==> src/rtl/bp_perf_monitor.sv <==
`default_nettype none
// ============================================================================
// Module      : bp_perf_monitor
// Description : Multi-channel branch-prediction statistics collector.
//               Counts resolved branches, mispredictions and run cycles for
//               NUM_CH predictor channels with run/stop/clear control,
//               saturating counters, per-window mispredict snapshots and a
//               registered readout port.
//               Optional macro BP_MON_STREAK_EN adds per-channel mispredict
//               streak tracking and the rd_ext_i readout remap input.
// Revision    : 1.0 - initial release
// ============================================================================
module bp_perf_monitor #(
    parameter int NUM_CH      = 2,
    parameter int CNT_WIDTH   = 32,
    parameter int WINDOW_LOG2 = 8,
    localparam int c_CH_W     = (NUM_CH > 1) ? $clog2(NUM_CH) : 1
) (
    input  logic                 clk_i,
    input  logic                 rst_i,
    input  logic                 start_i,
    input  logic                 stop_i,
    input  logic                 clear_i,
    input  logic [NUM_CH-1:0]    br_instr_i,
    input  logic [NUM_CH-1:0]    br_miss_i,
    input  logic [c_CH_W-1:0]    rd_ch_i,
    input  logic [1:0]           rd_sel_i,
`ifdef BP_MON_STREAK_EN
    input  logic                 rd_ext_i,
`endif
    output logic [CNT_WIDTH-1:0] rd_data_o,
    output logic [NUM_CH-1:0]    win_vld_o,
    output logic [NUM_CH-1:0]    ovf_o,
    output logic                 busy_o
);

    localparam logic [1:0]             c_ST_IDLE  = 2'd0;
    localparam logic [1:0]             c_ST_RUN   = 2'd1;
    localparam logic [1:0]             c_ST_DONE  = 2'd2;
    localparam logic [CNT_WIDTH-1:0]   c_CNT_MAX  = '1;
    localparam logic [CNT_WIDTH-1:0]   c_CNT_ONE  = CNT_WIDTH'(1);
    localparam logic [WINDOW_LOG2-1:0] c_IDX_LAST = '1;
    localparam logic [WINDOW_LOG2-1:0] c_IDX_ONE  = WINDOW_LOG2'(1);
    localparam logic [c_CH_W:0]        c_NUM_CH   = (c_CH_W + 1)'(NUM_CH);

    logic [1:0]           r_state;
    logic [1:0]           w_state_next;
    logic                 w_run;
    logic [CNT_WIDTH-1:0] r_cycles;
    logic [CNT_WIDTH-1:0] w_cycles_next;
    logic                 w_cyc_sat;
    logic [CNT_WIDTH-1:0] w_rd_val;
    logic [CNT_WIDTH-1:0] w_rd_br   [NUM_CH];
    logic [CNT_WIDTH-1:0] w_rd_miss [NUM_CH];
    logic [CNT_WIDTH-1:0] w_rd_snap [NUM_CH];
`ifdef BP_MON_STREAK_EN
    logic [CNT_WIDTH-1:0] w_rd_str  [NUM_CH];
`endif

    // Next-state decode: clear beats stop, stop beats start
    always_comb begin
        w_state_next = r_state;
        if (clear_i) begin
            w_state_next = c_ST_IDLE;
        end else begin
            case (r_state)
                c_ST_RUN:             if (stop_i)  w_state_next = c_ST_DONE;
                c_ST_IDLE, c_ST_DONE: if (start_i) w_state_next = c_ST_RUN;
                default:              w_state_next = c_ST_IDLE;
            endcase
        end
    end

    // State register
    always_ff @(posedge clk_i) begin
        if (rst_i) r_state <= c_ST_IDLE;
        else       r_state <= w_state_next;
    end

    assign w_run  = (r_state == c_ST_RUN);
    assign busy_o = w_run;

    assign w_cycles_next = (w_run && (r_cycles != c_CNT_MAX)) ? r_cycles + c_CNT_ONE : r_cycles;
    assign w_cyc_sat     = (w_cycles_next == c_CNT_MAX);

    // Shared run-cycle counter, saturating
    always_ff @(posedge clk_i) begin
        if (rst_i || clear_i) r_cycles <= '0;
        else                  r_cycles <= w_cycles_next;
    end

    for (genvar gi = 0; gi < NUM_CH; gi++) begin : g_ch
        logic [CNT_WIDTH-1:0]   r_br;
        logic [CNT_WIDTH-1:0]   r_miss;
        logic [CNT_WIDTH-1:0]   r_acc;
        logic [CNT_WIDTH-1:0]   r_snap;
        logic [WINDOW_LOG2-1:0] r_idx;
        logic                   r_vld;
        logic                   r_ovf;
        logic                   w_br_ev;
        logic                   w_miss_ev;
        logic                   w_wrap;
        logic                   w_str_sat;
        logic [CNT_WIDTH-1:0]   w_br_next;
        logic [CNT_WIDTH-1:0]   w_miss_next;
        logic [CNT_WIDTH-1:0]   w_acc_next;

        // A miss only counts when it accompanies a resolved branch
        assign w_br_ev     = w_run & br_instr_i[gi];
        assign w_miss_ev   = w_br_ev & br_miss_i[gi];
        assign w_wrap      = w_br_ev && (r_idx == c_IDX_LAST);
        assign w_br_next   = (w_br_ev && (r_br != c_CNT_MAX)) ? r_br + c_CNT_ONE : r_br;
        assign w_miss_next = (w_miss_ev && (r_miss != c_CNT_MAX)) ? r_miss + c_CNT_ONE : r_miss;
        // Accumulator value including this branch's miss, used for the snapshot
        assign w_acc_next  = (w_miss_ev && (r_acc != c_CNT_MAX)) ? r_acc + c_CNT_ONE : r_acc;

        // Event counters, window tracking and sticky overflow
        always_ff @(posedge clk_i) begin
            if (rst_i || clear_i) begin
                r_br   <= '0;
                r_miss <= '0;
                r_acc  <= '0;
                r_snap <= '0;
                r_idx  <= '0;
                r_vld  <= 1'b0;
                r_ovf  <= 1'b0;
            end else begin
                r_br   <= w_br_next;
                r_miss <= w_miss_next;
                if (w_br_ev) r_idx <= r_idx + c_IDX_ONE;
                if (w_wrap) begin
                    r_snap <= w_acc_next;
                    r_acc  <= '0;
                end else begin
                    r_acc  <= w_acc_next;
                end
                r_vld  <= w_wrap;
                r_ovf  <= r_ovf | (w_br_next == c_CNT_MAX) | (w_miss_next == c_CNT_MAX)
                        | w_cyc_sat | w_str_sat;
            end
        end

`ifdef BP_MON_STREAK_EN
        logic [CNT_WIDTH-1:0] r_cur;
        logic [CNT_WIDTH-1:0] r_max;
        logic [CNT_WIDTH-1:0] w_cur_next;

        // A correct branch breaks the streak; a miss extends it (saturating)
        assign w_cur_next = !w_br_ev         ? r_cur :
                            !br_miss_i[gi]   ? '0 :
                            (r_cur != c_CNT_MAX) ? r_cur + c_CNT_ONE : r_cur;
        assign w_str_sat  = (w_cur_next == c_CNT_MAX);

        // Current and maximum mispredict streak
        always_ff @(posedge clk_i) begin
            if (rst_i || clear_i) begin
                r_cur <= '0;
                r_max <= '0;
            end else begin
                r_cur <= w_cur_next;
                if (w_cur_next > r_max) r_max <= w_cur_next;
            end
        end

        assign w_rd_str[gi] = r_max;
`else
        assign w_str_sat = 1'b0;
`endif

        assign w_rd_br[gi]   = r_br;
        assign w_rd_miss[gi] = r_miss;
        assign w_rd_snap[gi] = r_snap;
        assign win_vld_o[gi] = r_vld;
        assign ovf_o[gi]     = r_ovf;
    end

    // Readout mux; channels beyond NUM_CH read as zero
    always_comb begin
        w_rd_val = '0;
        if ({1'b0, rd_ch_i} < c_NUM_CH) begin
            case (rd_sel_i)
`ifdef BP_MON_STREAK_EN
                2'd0:    w_rd_val = rd_ext_i ? w_rd_str[rd_ch_i] : w_rd_br[rd_ch_i];
`else
                2'd0:    w_rd_val = w_rd_br[rd_ch_i];
`endif
                2'd1:    w_rd_val = w_rd_miss[rd_ch_i];
                2'd2:    w_rd_val = w_rd_snap[rd_ch_i];
                default: w_rd_val = r_cycles;
            endcase
        end
    end

    // Registered readout; keeps sampling through clear
    always_ff @(posedge clk_i) begin
        if (rst_i) rd_data_o <= '0;
        else       rd_data_o <= w_rd_val;
    end

endmodule
`default_nettype wire

==> config.mk <==
export PLATFORM = sky130hd
export DESIGN_NAME = bp_perf_monitor
export DESIGN_NICKNAME = d
export VERILOG_FILES = /design/src/rtl/bp_perf_monitor.sv
export SDC_FILE = /design/constraint.sdc
export NUM_CORES = 1
export LEC_CHECK = 0
export ABC_CLOCK_PERIOD_IN_PS = 7490
export CORE_AREA = 2 2 212 214
export CTS_BUF_LIST = sky130_fd_sc_hd__clkbuf_2 sky130_fd_sc_hd__clkbuf_4 sky130_fd_sc_hd__clkbuf_8
export DETAILED_ROUTE_END_ITERATION = 10
export DIE_AREA = 0 0 214 216
export PLACE_DENSITY = 0.56
export SYNTH_ARGS = -nofsm -noshare
export SYNTH_HDL_FRONTEND = slang
export SYNTH_SLANG_ARGS = --single-unit
==> constraint.sdc <==
create_clock -name clk_i -period 7.49 [get_ports clk_i]
set_input_delay 1.498 -clock clk_i [delete_from_list [all_inputs] [get_ports clk_i]]
set_output_delay 1.498 -clock clk_i [all_outputs]
set_load 0.01 [all_outputs]
== Word-level counts from Yosys, hierarchy flattened ==
Cells that the tools add are included.

* Logic and storage cells: 95
* Input bits: 12
* Register bits after elaboration: 342

* Bitwise gates (word level): 11
* Add/sub/neg operators: 9
* Mux-type cells: 20
* Reduce and logical (&&, ||, !) cells: 17
* $lt $le $gt $ge: 1
* Equality and inequality tests: 20

{| class="wikitable"
|+ Operator list
! operator !! number
|-
| $mux 32 || 16
|-
| $add 32x1->32 const B || 7
|-
| $ne 32x32->1 const B || 7
|-
| $eq 32x32->1 const B || 5
|-
| $pmux 32 s3 || 1
|-
| $add 8x1->8 const B || 2
|-
| $eq 8x8->1 const B || 2
|-
| $logic_and 1x1->1 || 9
|-
| $reduce_or 2->1 || 4
|-
| $or 1x1->1 || 6
|-
| $and 1x1->1 || 4
|-
| $eq 2x1->1 const B || 2
|-
| $eq 2x2->1 const B || 2
|-
| $logic_not 2->1 || 2
|-
| $mux 2 || 2
|-
| $ne 2x2->1 const B || 2
|-
| $pmux 2 s2 || 1
|-
| $ge 2x2->1 const B || 1
|-
| $not 1->2 || 1
|-
| $reduce_and 2->1 || 1
|-
| $logic_or 1x1->1 || 1
|}

== Longest topological paths before layout ==
Gate-level depths: netlist of run 1.

* Depth after elaboration: 8
* Gate-level depth with buffers: 12
* Mapped depth without buffers: 10

== Worst setup path before layout of run 1 ==
No wires, ideal clock.

* Path type: input to register
* Start point: input port br_instr_i[1]
* End point: register g_ch[1].r_ovf
* Slack: 3912 ps
* Stages: 9
* Data arrival time: 3519 ps
* Required time: 7431 ps
* Cells stage by stage: and3b_1 and2_1 buf_2 nand2_1 o311a_1 or4_1 a2111oi_0 nor4bb_1 a41o_1

* Word-level cells in the longest chain between the ends: 7
* Elaborated cells between the ends (all ways): 11
* Classes of those cells: 2 x eq/ne; 2 x mux; 5 x bitwise; 2 x reduce/logical

{| class="wikitable"
|+ Ends and longest elaborated chain
! item !! line !! source
|-
| start, declared || 24 || <nowiki>input logic [NUM_CH-1:0] br_instr_i,</nowiki>
|-
| $and 1x1->1 (*) || 109 || <nowiki>assign w_br_ev = w_run & br_instr_i[gi];</nowiki>
|-
| $logic_and 1x1->1 or $and 1x1->1 (tied branches) || 112, 110 ||
|-
| $mux 32 or $logic_and 1x1->1 (tied branches) || 112, 113 ||
|-
| $eq 32x32->1 or $mux 32 (tied branches) || 138, 113 ||
|-
| $or 1x1->1 or $eq 32x32->1 (tied branches) || 138 || <nowiki>r_ovf <= r_ovf | (w_br_next == c_CNT_MAX) | (w_miss_next == c_CNT_MAX)</nowiki>
|-
| $or 1x1->1 (*) || 138 ||
|-
| $or 1x1->1 (*) || 139 || <nowiki>| w_cyc_sat | w_str_sat;</nowiki>
|-
| end signal, assigned || 138 ||
|-
| end, declared || 99 || <nowiki>logic r_ovf;</nowiki>
|}

Every way passes the cells marked *; elsewhere a longest branch is shown, timed or not.
A chain may end at the register's enable or synchronous reset.

== Final worst setup path of run 1 ==
* Start point: register r_state[1]
* End point: output port busy_o

* Word-level cells in the longest chain between the ends: 1

{| class="wikitable"
|+ Ends and longest elaborated chain
! item !! line !! source
|-
| start, declared || 46 || <nowiki>logic [1:0] r_state;</nowiki>
|-
| start signal, assigned || 76 || <nowiki>if (rst_i) r_state <= c_ST_IDLE;</nowiki>
|-
| start signal, assigned || 77 || <nowiki>else r_state <= w_state_next;</nowiki>
|-
| $eq 2x1->1 || 80 || <nowiki>assign w_run = (r_state == c_ST_RUN);</nowiki>
|-
| end, declared || 34 || <nowiki>output logic busy_o</nowiki>
|}

No other way between the ends.

==> results.ini, run 1 <==
[synthesis]
yosysTopAreaCellShare = 0.393
netlist_instances = 2173
synthTopCellsByArea = dfxtp_1, nor2_1, xor2_1, xnor2_1, o21ai_0
syn_area_mm2 = 0.0174
synth-warning-count = 0
synth.net_count = 2194
ys_async_sr_fraction = 0
synth_ff_type = dfxtp_1
synth.distinct_cells = 79
synth.avg_cell_area_um2 = 8.02
synth_edf_count = 0
synth_top_cell_by_area = dfxtp_1
ys_seq_elements = 342
synth_seq_area_share = 0.393

[timing]
drv_slew = 0
fin_tns_setup_ns = 0
slew_headroom = 0.278
rsz0062_at_grt = no
tightest_slew_ns = 1.07
period_needed_ns = 4.56
fmax_mhz = 219
clock-skew-final_ns = 0.0276
fin_crit_sh = 0.608
fin_ws_ns = 2.93
final-hold-violation-count = 0
finalSetupViolCount = 0

[critical_path]
r2r_setup_slack_ns = 3.46
cp.required_ns = 5.99
crit_fanout = 15
crit_type = reg2out
r2r-end = g_ch[0].r_ovf
ff2ff_path_depth = 8
critPathLaunchType = flip-flop
arrival_ns = 3.06
path_cells = nand2b_1 -> clkinv_1 -> clkdlybuf4s50_1
r2r_start = r_state[0]
end_kind = primary output
cp-startpoint = r_state[1]
slowest_stage = nand2b_1
critPathMaxStageDelay_ns = 0.73

[pwr]
ir_worst_vdd_uv = 127
powerDensity_mw_per_mm2 = 196
p_leak_nw = 6.23

[floorplanning]
die_h_um = 216
die_area_mm2 = 0.0462
fp.dieW_um = 214
core_mm2 = 0.0438
rows = 77
initial_core_util = 0.398
ios = 49

[placed_design]
postPlaceCellArea_mm2 = 0.0182
dp_slack_ns = 2.64
io_buffers = 48
dp.final_hpwl_mm = 38.5
place.gp.congestion = 0.905

[worst_hold_path]
hold_depth = 2
min-delay-start = g_ch[0].r_idx[1]
hold_path.class = reg2reg
holdPathEnd = g_ch[0].r_idx[1]

[clock_tree]
cts_hold_buffers = 0
cts.sinks = 342
clk_latency_ns = 0.67
cts_tree = yes
cts_htree_levels = 2
cts_buffers = 60
cts_resized = 0
cts_root_buf = clkbuf_8
cts.clk_slew.worst_paths_ns = 0.06
clockBufferDepth = 3
post-cts-setup-buffers = 0

[detailed_routing]
first_pass_iters = 5
antenna_left = 0
wl_mm = 52.9
met2WireLength_mm = 23.6
wl_per_cell_um = 18.9
wl_met3_mm = 2.63
wirelength_met1_mm = 25.1
top_layer = met4
drt-vias-per-instance = 5.55
vias = 15504
drc = 0
first_iter_violations = 1121

[finish]
area_growth_pct = 11.6
nets = 2173
antenna_cells = 0
mostFrequentLayoutCell = nor2_1
final_area_mm2 = 0.0195
drive_gt1_frac = 0.0768
layout_common_cells = nor2_1, dfxtp_1, o21ai_0
fin_util = 0.444

[global_route]
grt_use_total = 0.225
grt_pass1_wl_mm = 82.8
grt_max_degree = 97
antenna_found_initial = 0
grt_pass1_vias = 14458
overflow = 0

[flow_run]
maxCapViolations = 0

[status]
run_status = completed

critical path: cells and delay by family, from the launching register on:
family,cells,cell delay [ns]
flops,1,0.41
buf+inv,2,1.27
simple gates,1,0.73
final cells by class:
cell class,instances,area (µm²)
fill,4424,24400
clock buffer,99,1200
tap,592,741
multi-input combinational,1658,9890
inverter,29,109
clock inverter,11,97.6
timing repair buffer,61,576
sequential,342,6850
cells by family after synthesis:
kind of cell             synth area share
AO/OA/AOI/OAI                       0.150
adder cells (fa/ha/maj)           0.00646
multiplexers                       0.0218
XOR/XNOR                            0.101
AND/OR/NAND/NOR                     0.287
buffers and inverters              0.0410
flip-flops                          0.393
flip-flops by register name, summed over array words and instances (netlist names):
signal and cells:
g_ch.r_acc 64, g_ch.r_br 64, g_ch.r_idx 16, g_ch.r_miss 64, g_ch.r_ovf 2, g_ch.r_snap 64
g_ch.r_vld 2, r_cycles 32, r_state 2, rd_data_o 32
synth_stat cells, types with 5 or more instances:
master / n
nor2_1: 414
dfxtp_1: 342
o21ai_0: 129
nand2_1: 122
xor2_1: 116
clkbuf_1: 102
nand3_1: 100
a21oi_1: 99
xnor2_1: 86
nand4_1: 81
and3_1: 48
a211oi_1: 40
mux2i_1: 38
nor3_1: 38
nor2b_1: 35
a22oi_1: 34
o221ai_1: 33
buf_2: 30
inv_1: 28
or3_1: 24
and4_1: 23
a31oi_1: 20
and2_1: 20
nor4_1: 18
or2_2: 12
nand3b_1: 10
ha_1: 9
nand2b_1: 7
nand4b_1: 6
o21a_1: 6
buf_1: 5
buf_4: 5
o21bai_1: 5
o31ai_1: 5
report_power, final:
part | switching [mW] | leakage (nW) | internal [mW]
registers | 0.00306 | 2.76 | 1.83
logic | 0.105 | 2.78 | 0.0421
clock network | 0.802 | 0.694 | 1.05
total | 0.911 | 6.23 | 2.91
how the worst max path moves through the flow:
stage / slack (ns) / to / depth (start not counted)
floorplan: 3.91 / g_ch[1].r_ovf / 9
global placement: 2.70 / g_ch[1].r_ovf / 9
detailed placement: 2.64 / g_ch[1].r_ovf / 10
CTS: 2.88 / busy_o / 3
global route: 2.79 / busy_o / 3
finish: 2.93 / busy_o / 3
per-layer routing:
layer  vias to the layer above  global-route usage
met3                        83              0.0327
met1                      7360               0.312
met5                         -                   0
li1                       7654                   -
met4                         0              0.0804
met2                       407               0.357
per-stage QoR:
step	std cells	hold WS, ns	total power, mW
2_1_floorplan	2173	0.454	1.96
3_3_place_gp	2682	0.463	2.02
3_5_place_dp	2682	0.471	2.02
4_1_cts	2792	0.479	3.88
5_1_grt	2792	0.510	3.97
6_report	2792	0.476	3.82
Note: power is estimated with default switching activity, not from simulation.
==> run 2, diff against run 1 <==
- ABC_CLOCK_PERIOD_IN_PS: 7490 -> 4400
- clock period: 7.49 -> 4.4 ns (I/O delays scaled with it)
==> run 2 against run 1 <==
Net effect:
- critical path depth did not move
- core utilization increased by 0.80 points
- worst hold slack better by 0.011 ns
- clock-buffer cell count unchanged
- sequential power increased by 70%
- largest cell class unchanged
- clock skew is 0.018 ns higher
==> results.ini, run 2 (synthesis gave the netlist of run 1 again) <==
[status]
run_status = completed

[critical_path]
crit_type = reg2out
end_kind = primary output
arrival_ns = 2.95  ; -0.11 ns
cp.required_ns = 3.52  ; -2.47 ns
crit_fanout = 15  ; unchanged
critPathLaunchType = flip-flop

[floorplanning]
rows = 77  ; unchanged
ios = 49  ; unchanged
fp.dieW_um = 214  ; unchanged
die_h_um = 216  ; unchanged
core_mm2 = 0.0438  ; unchanged
die_area_mm2 = 0.0462  ; unchanged
initial_core_util = 0.398  ; unchanged

[pwr]
p_leak_nw = 6.42  ; +3.1%
powerDensity_mw_per_mm2 = 350  ; +78%
ir_worst_vdd_uv = 334  ; +160%
total_power_mw = 6.94  ; +82%

[placed_design]
io_buffers = 48  ; unchanged
place.gp.congestion = 0.956  ; +5.6%
dp.final_hpwl_mm = 39.2  ; +1.8%
dp_slack_ns = 0.570  ; -2.07 ns

[clock_tree]
cts_root_buf = clkbuf_8
cts.clk_slew.worst_paths_ns = 0.05  ; about the same
cts_hold_buffers = 0  ; unchanged
cts_resized = 0  ; unchanged
clockBufferDepth = 3  ; unchanged
post-cts-setup-buffers = 0  ; unchanged
cts_tree = yes
clk_latency_ns = 0.64  ; -0.03 ns
cts_htree_levels = 3  ; +1
cts_buffers = 66  ; +10%
cts.sinks = 342  ; unchanged

[global_route]
grt.met2_usage = 0.351  ; -0.00584
antenna_found_initial = 1  ; +1
overflow = 0  ; unchanged
grt_max_degree = 108  ; +11%
grt_use_total = 0.230  ; +0.00520
use_met1 = 0.316  ; +0.00360
grt_pass1_wl_mm = 84.3  ; +1.8%
grt_pass1_vias = 14864  ; +2.8%
grt_util_met3 = 0.0441  ; +0.0114
top_usage_layer = met2

[timing]
fin_ws_ns = 0.569  ; -2.36 ns
slew_headroom = 0.415  ; +0.137
rsz0062_at_grt = no
fin_tns_setup_ns = 0  ; unchanged
fmax_mhz = 261
drv_slew = 0  ; unchanged
final-hold-violation-count = 0  ; unchanged
finalSetupViolCount = 0  ; unchanged
period_needed_ns = 3.83
clock-skew-final_ns = 0.0454  ; +0.0178 ns
tightest_slew_ns = 0.870  ; -0.203 ns
fin_crit_sh = 0.871

[detailed_routing]
first_pass_iters = 5  ; unchanged
wl_per_cell_um = 19.1  ; +0.88%
drt-vias-per-instance = 5.57  ; +0.32%
vias = 15699  ; +1.3%
first_iter_violations = 1217  ; +8.6%
drc = 0  ; unchanged
wl_mm = 53.8  ; +1.8%
antenna_left = 0  ; unchanged

[finish]
area_growth_pct = 13.6
antenna_cells = 0  ; unchanged
layout_common_cells = nor2_1, dfxtp_1, o21ai_0
drive_gt1_frac = 0.0876  ; +0.0108
nets = 2199  ; +1.2%
mostFrequentLayoutCell = nor2_1

[flow_run]
maxCapViolations = 0  ; unchanged

[worst_hold_path]
hold_path.class = reg2reg

[run 2: critical path, cell delays in order (launching register included)]
cell and delay, ns:
dfxtp_1 0.40, nand2b_1 0.67, clkinv_1 0.63, clkdlybuf4s50_1 0.64
[run 2: metrics by stage]
stage               instance area (µm²)  std cells  hold slack [ns]  utilization
floorplan                         17400       2173            0.454            -
global placement                  18300       2702            0.466        0.418
detailed placement                18300       2702            0.484        0.418
CTS                               19800       2818            0.494        0.452
global route                      19800       2818            0.520        0.452
finish                            19800       2818            0.487        0.452
[run 2: report_power, final]
part | switching (mW) | leakage, nW | internal [mW]
logic | 0.183 | 2.88 | 0.0791
clock network | 1.44 | 0.781 | 2.13
registers | 0.00476 | 2.76 | 3.11
total | 1.63 | 6.42 | 5.31
[run 2: per-layer routing]
layer	wire [µm]	vias up	part of all wire
met4	2290	2	0.043
met1	25100	7432	0.47
met2	23400	448	0.43
li1	-	7693	-
met3	3030	124	0.056
met5	12	-	0.00022
[run 2: final timing paths]
kind | start | end | slack, ns | depth (start not counted)
worst max register to register | g_ch[1].r_br[0] | g_ch[1].r_ovf | 0.92 | 10
worst max-delay path | r_state[1] | busy_o | 0.57 | 3
worst min-delay path | g_ch[0].r_idx[1] | g_ch[0].r_idx[1] | 0.49 | 2
worst min register to register | g_ch[0].r_idx[1] | g_ch[0].r_idx[1] | 0.49 | 2
[run 2: cell type report]
cell class / instances / area [µm²]
Fill cell: 4430 / 24000
Multi-Input combinational cell: 1658 / 9890
Sequential cell: 342 / 6850
Clock buffer: 99 / 1260
Tap cell: 592 / 741
Timing Repair Buffer: 81 / 738
Clock inverter: 17 / 229
Inverter: 29 / 109
==> run 3, diff against run 2 <==
- CORE_AREA: 2 2 212 214 -> 3 3 213 215
- DIE_AREA: 0 0 214 216 -> 0 0 216 218
==> run 3 against run 2 <==
Net effect:
- via count increased by 0.18%
- sequential power about the same
- critical endpoint unchanged
- largest power group unchanged
- critical path depth unchanged
- clock power decreased by 5%
==> results.ini, run 3 (synthesis gave the netlist of run 1 again) <==
[status]
run_status = completed

[critical_path]
cp-startpoint = r_state[1]
r2r-end = g_ch[0].r_ovf
slowest_stage = nand2b_1
ff2ff_path_depth = 10  ; unchanged
critPathLaunchType = flip-flop
arrival_ns = 2.95  ; about the same
path_depth = 3  ; unchanged
cp.buffers_inverters = 2  ; unchanged
cp.required_ns = 3.52  ; about the same
r2r_setup_slack_ns = 0.83  ; -0.09 ns
crit_fanout = 15  ; unchanged
end_kind = primary output
path_cells = nand2b_1 -> clkinv_1 -> clkdlybuf4s50_1
r2r_start = g_ch[0].r_miss[0]
crit_type = reg2out
critPathMaxStageDelay_ns = 0.68  ; about the same
cp_top_family = buffers and inverters

[finish]
area_growth_pct = 12.7
mostFrequentLayoutCell = nor2_1
layout_common_cells = nor2_1, dfxtp_1, o21ai_0
fin_util = 0.447  ; -0.00449
nets = 2193  ; -0.27%
drive_gt1_frac = 0.0827  ; -0.00495
antenna_cells = 0  ; unchanged
multi_input_area_mm2 = 0.00989  ; unchanged
regArea_mm2 = 0.00685  ; unchanged
fillers = 4408  ; -0.50%

[global_route]
grt_max_degree = 119  ; +10%
overflow = 0  ; unchanged
grt_pass1_vias = 14831  ; -0.22%
grt_pass1_wl_mm = 84.8  ; +0.56%
antenna_found_initial = 1  ; unchanged
grt_use_total = 0.227  ; -0.00395

[worst_hold_path]
holdPathEnd = g_ch[0].r_idx[1]
hold_path.class = reg2reg
hold_depth = 2  ; unchanged
min-delay-start = g_ch[0].r_idx[1]

[timing]
fin_crit_sh = 0.871  ; about the same
slew_headroom = 0.457  ; +0.0423
clock-skew-final_ns = 0.0172  ; -0.0281 ns
tightest_slew_ns = 0.815  ; -0.0555 ns
drv_slew = 0  ; unchanged
rsz0062_at_grt = no
fmax_mhz = 261  ; about the same
period_needed_ns = 3.83  ; +0.00182 ns
final-hold-violation-count = 0  ; unchanged
fin_tns_setup_ns = 0  ; unchanged
finalSetupViolCount = 0  ; unchanged

[detailed_routing]
met2WireLength_mm = 23.3  ; -0.40%
wl_per_cell_um = 19.1  ; about the same
wirelength_met1_mm = 25.3  ; +1.0%
antenna_left = 0  ; unchanged
first_pass_iters = 5  ; unchanged
wl_mm = 53.6  ; -0.41%
drc = 0  ; unchanged
first_iter_violations = 1336  ; +9.8%
top_layer = met4
wl_met3_mm = 3.27  ; +8.0%
vias = 15728  ; +0.18%
drt-vias-per-instance = 5.61  ; +0.61%

[clock_tree]
clk_latency_ns = 0.63  ; about the same
cts_hold_buffers = 0  ; unchanged
cts_buffers = 66  ; unchanged
cts.sinks = 342  ; unchanged
cts_tree = yes
cts_htree_levels = 3  ; unchanged
cts.clk_slew.worst_paths_ns = 0.06  ; about the same
cts_resized = 0  ; unchanged
clockBufferDepth = 3  ; unchanged
cts_root_buf = clkbuf_8
post-cts-setup-buffers = 0  ; unchanged

[placed_design]
dp.final_hpwl_mm = 38.2  ; -2.5%
place.gp.congestion = 0.914  ; -4.4%
io_buffers = 48  ; unchanged

[floorplanning]
die_h_um = 218  ; +0.93%
initial_core_util = 0.397  ; -0.000872
ios = 49  ; unchanged
core_mm2 = 0.0439  ; +0.22%
fp.dieW_um = 216  ; +0.93%
die_area_mm2 = 0.0471  ; +1.9%
rows = 77  ; unchanged

[pwr]
powerDensity_mw_per_mm2 = 344  ; -1.8%
ir_worst_vdd_uv = 153  ; -54%
total_power_mw = 6.76  ; -2.5%
p_leak_nw = 6.34  ; -1.3%

[flow_run]
maxCapViolations = 0  ; unchanged

==> run 3: cell count changes in the layout (fill, tap and decap cells not counted) <==
cell | previous run | this run
bufinv_16 | 5 | 4
buf_12 | 2 | 1
inv_6 | 2 | 0
inv_8 | 1 | 0
buf_2 | 3 | 2
clkbuf_8 | 82 | 76
clkinv_2 | 7 | 2
clkbuf_4 | 17 | 26
buf_4 | 31 | 27
==> run 3: power by group <==
group | switching [mW] | internal [mW]
clock network | 1.38 | 2.01
registers | 0.00530 | 3.11
logic | 0.181 | 0.0752
total | 1.57 | 5.20
==> run 3: worst max-delay path by stage <==
stage                          to  slack [ns]
global route               busy_o        0.42
detailed placement  g_ch[1].r_ovf        0.55
floorplan           g_ch[1].r_ovf        1.44
global placement    g_ch[1].r_ovf        0.59
CTS                        busy_o        0.48
finish                     busy_o        0.57
==> run 3: per-stage QoR <==
step / setup slack, ns / cell area (µm²) / hold slack [ns] / cells
final: 0.567 / 19700 / 0.481 / 2806
after global routing: 0.417 / 19700 / 0.505 / 2806
after CTS: 0.480 / 19700 / 0.489 / 2806
after detailed placement: 0.547 / 18300 / 0.481 / 2696
after global placement: 0.585 / 18300 / 0.467 / 2696
after floorplan: 1.44 / 17400 / 0.454 / 2173
==> run 3: worst min-delay path, cell delays in order, from the launching register on <==
cell     delay, ns
dfxtp_1       0.32
nand2_1       0.06
a21oi_1       0.06
==> run 3: per-layer routing <==
layer | GRT usage | vias up
met3 | 0.0346 | 94
met1 | 0.321 | 7445
met4 | 0.0865 | 0
met5 | 0 | -
li1 | - | 7682
met2 | 0.348 | 507
==> run 3: area by class of cell <==
type / count / share of cell area
clock buffers: 102 / 0.0631
clock inverters: 8 / 0.00738
well taps: 592 / 0.0377
inverters: 29 / 0.00554
multi-input cells: 1658 / 0.503
repair buffers: 75 / 0.0348
flip-flops and latches: 342 / 0.348
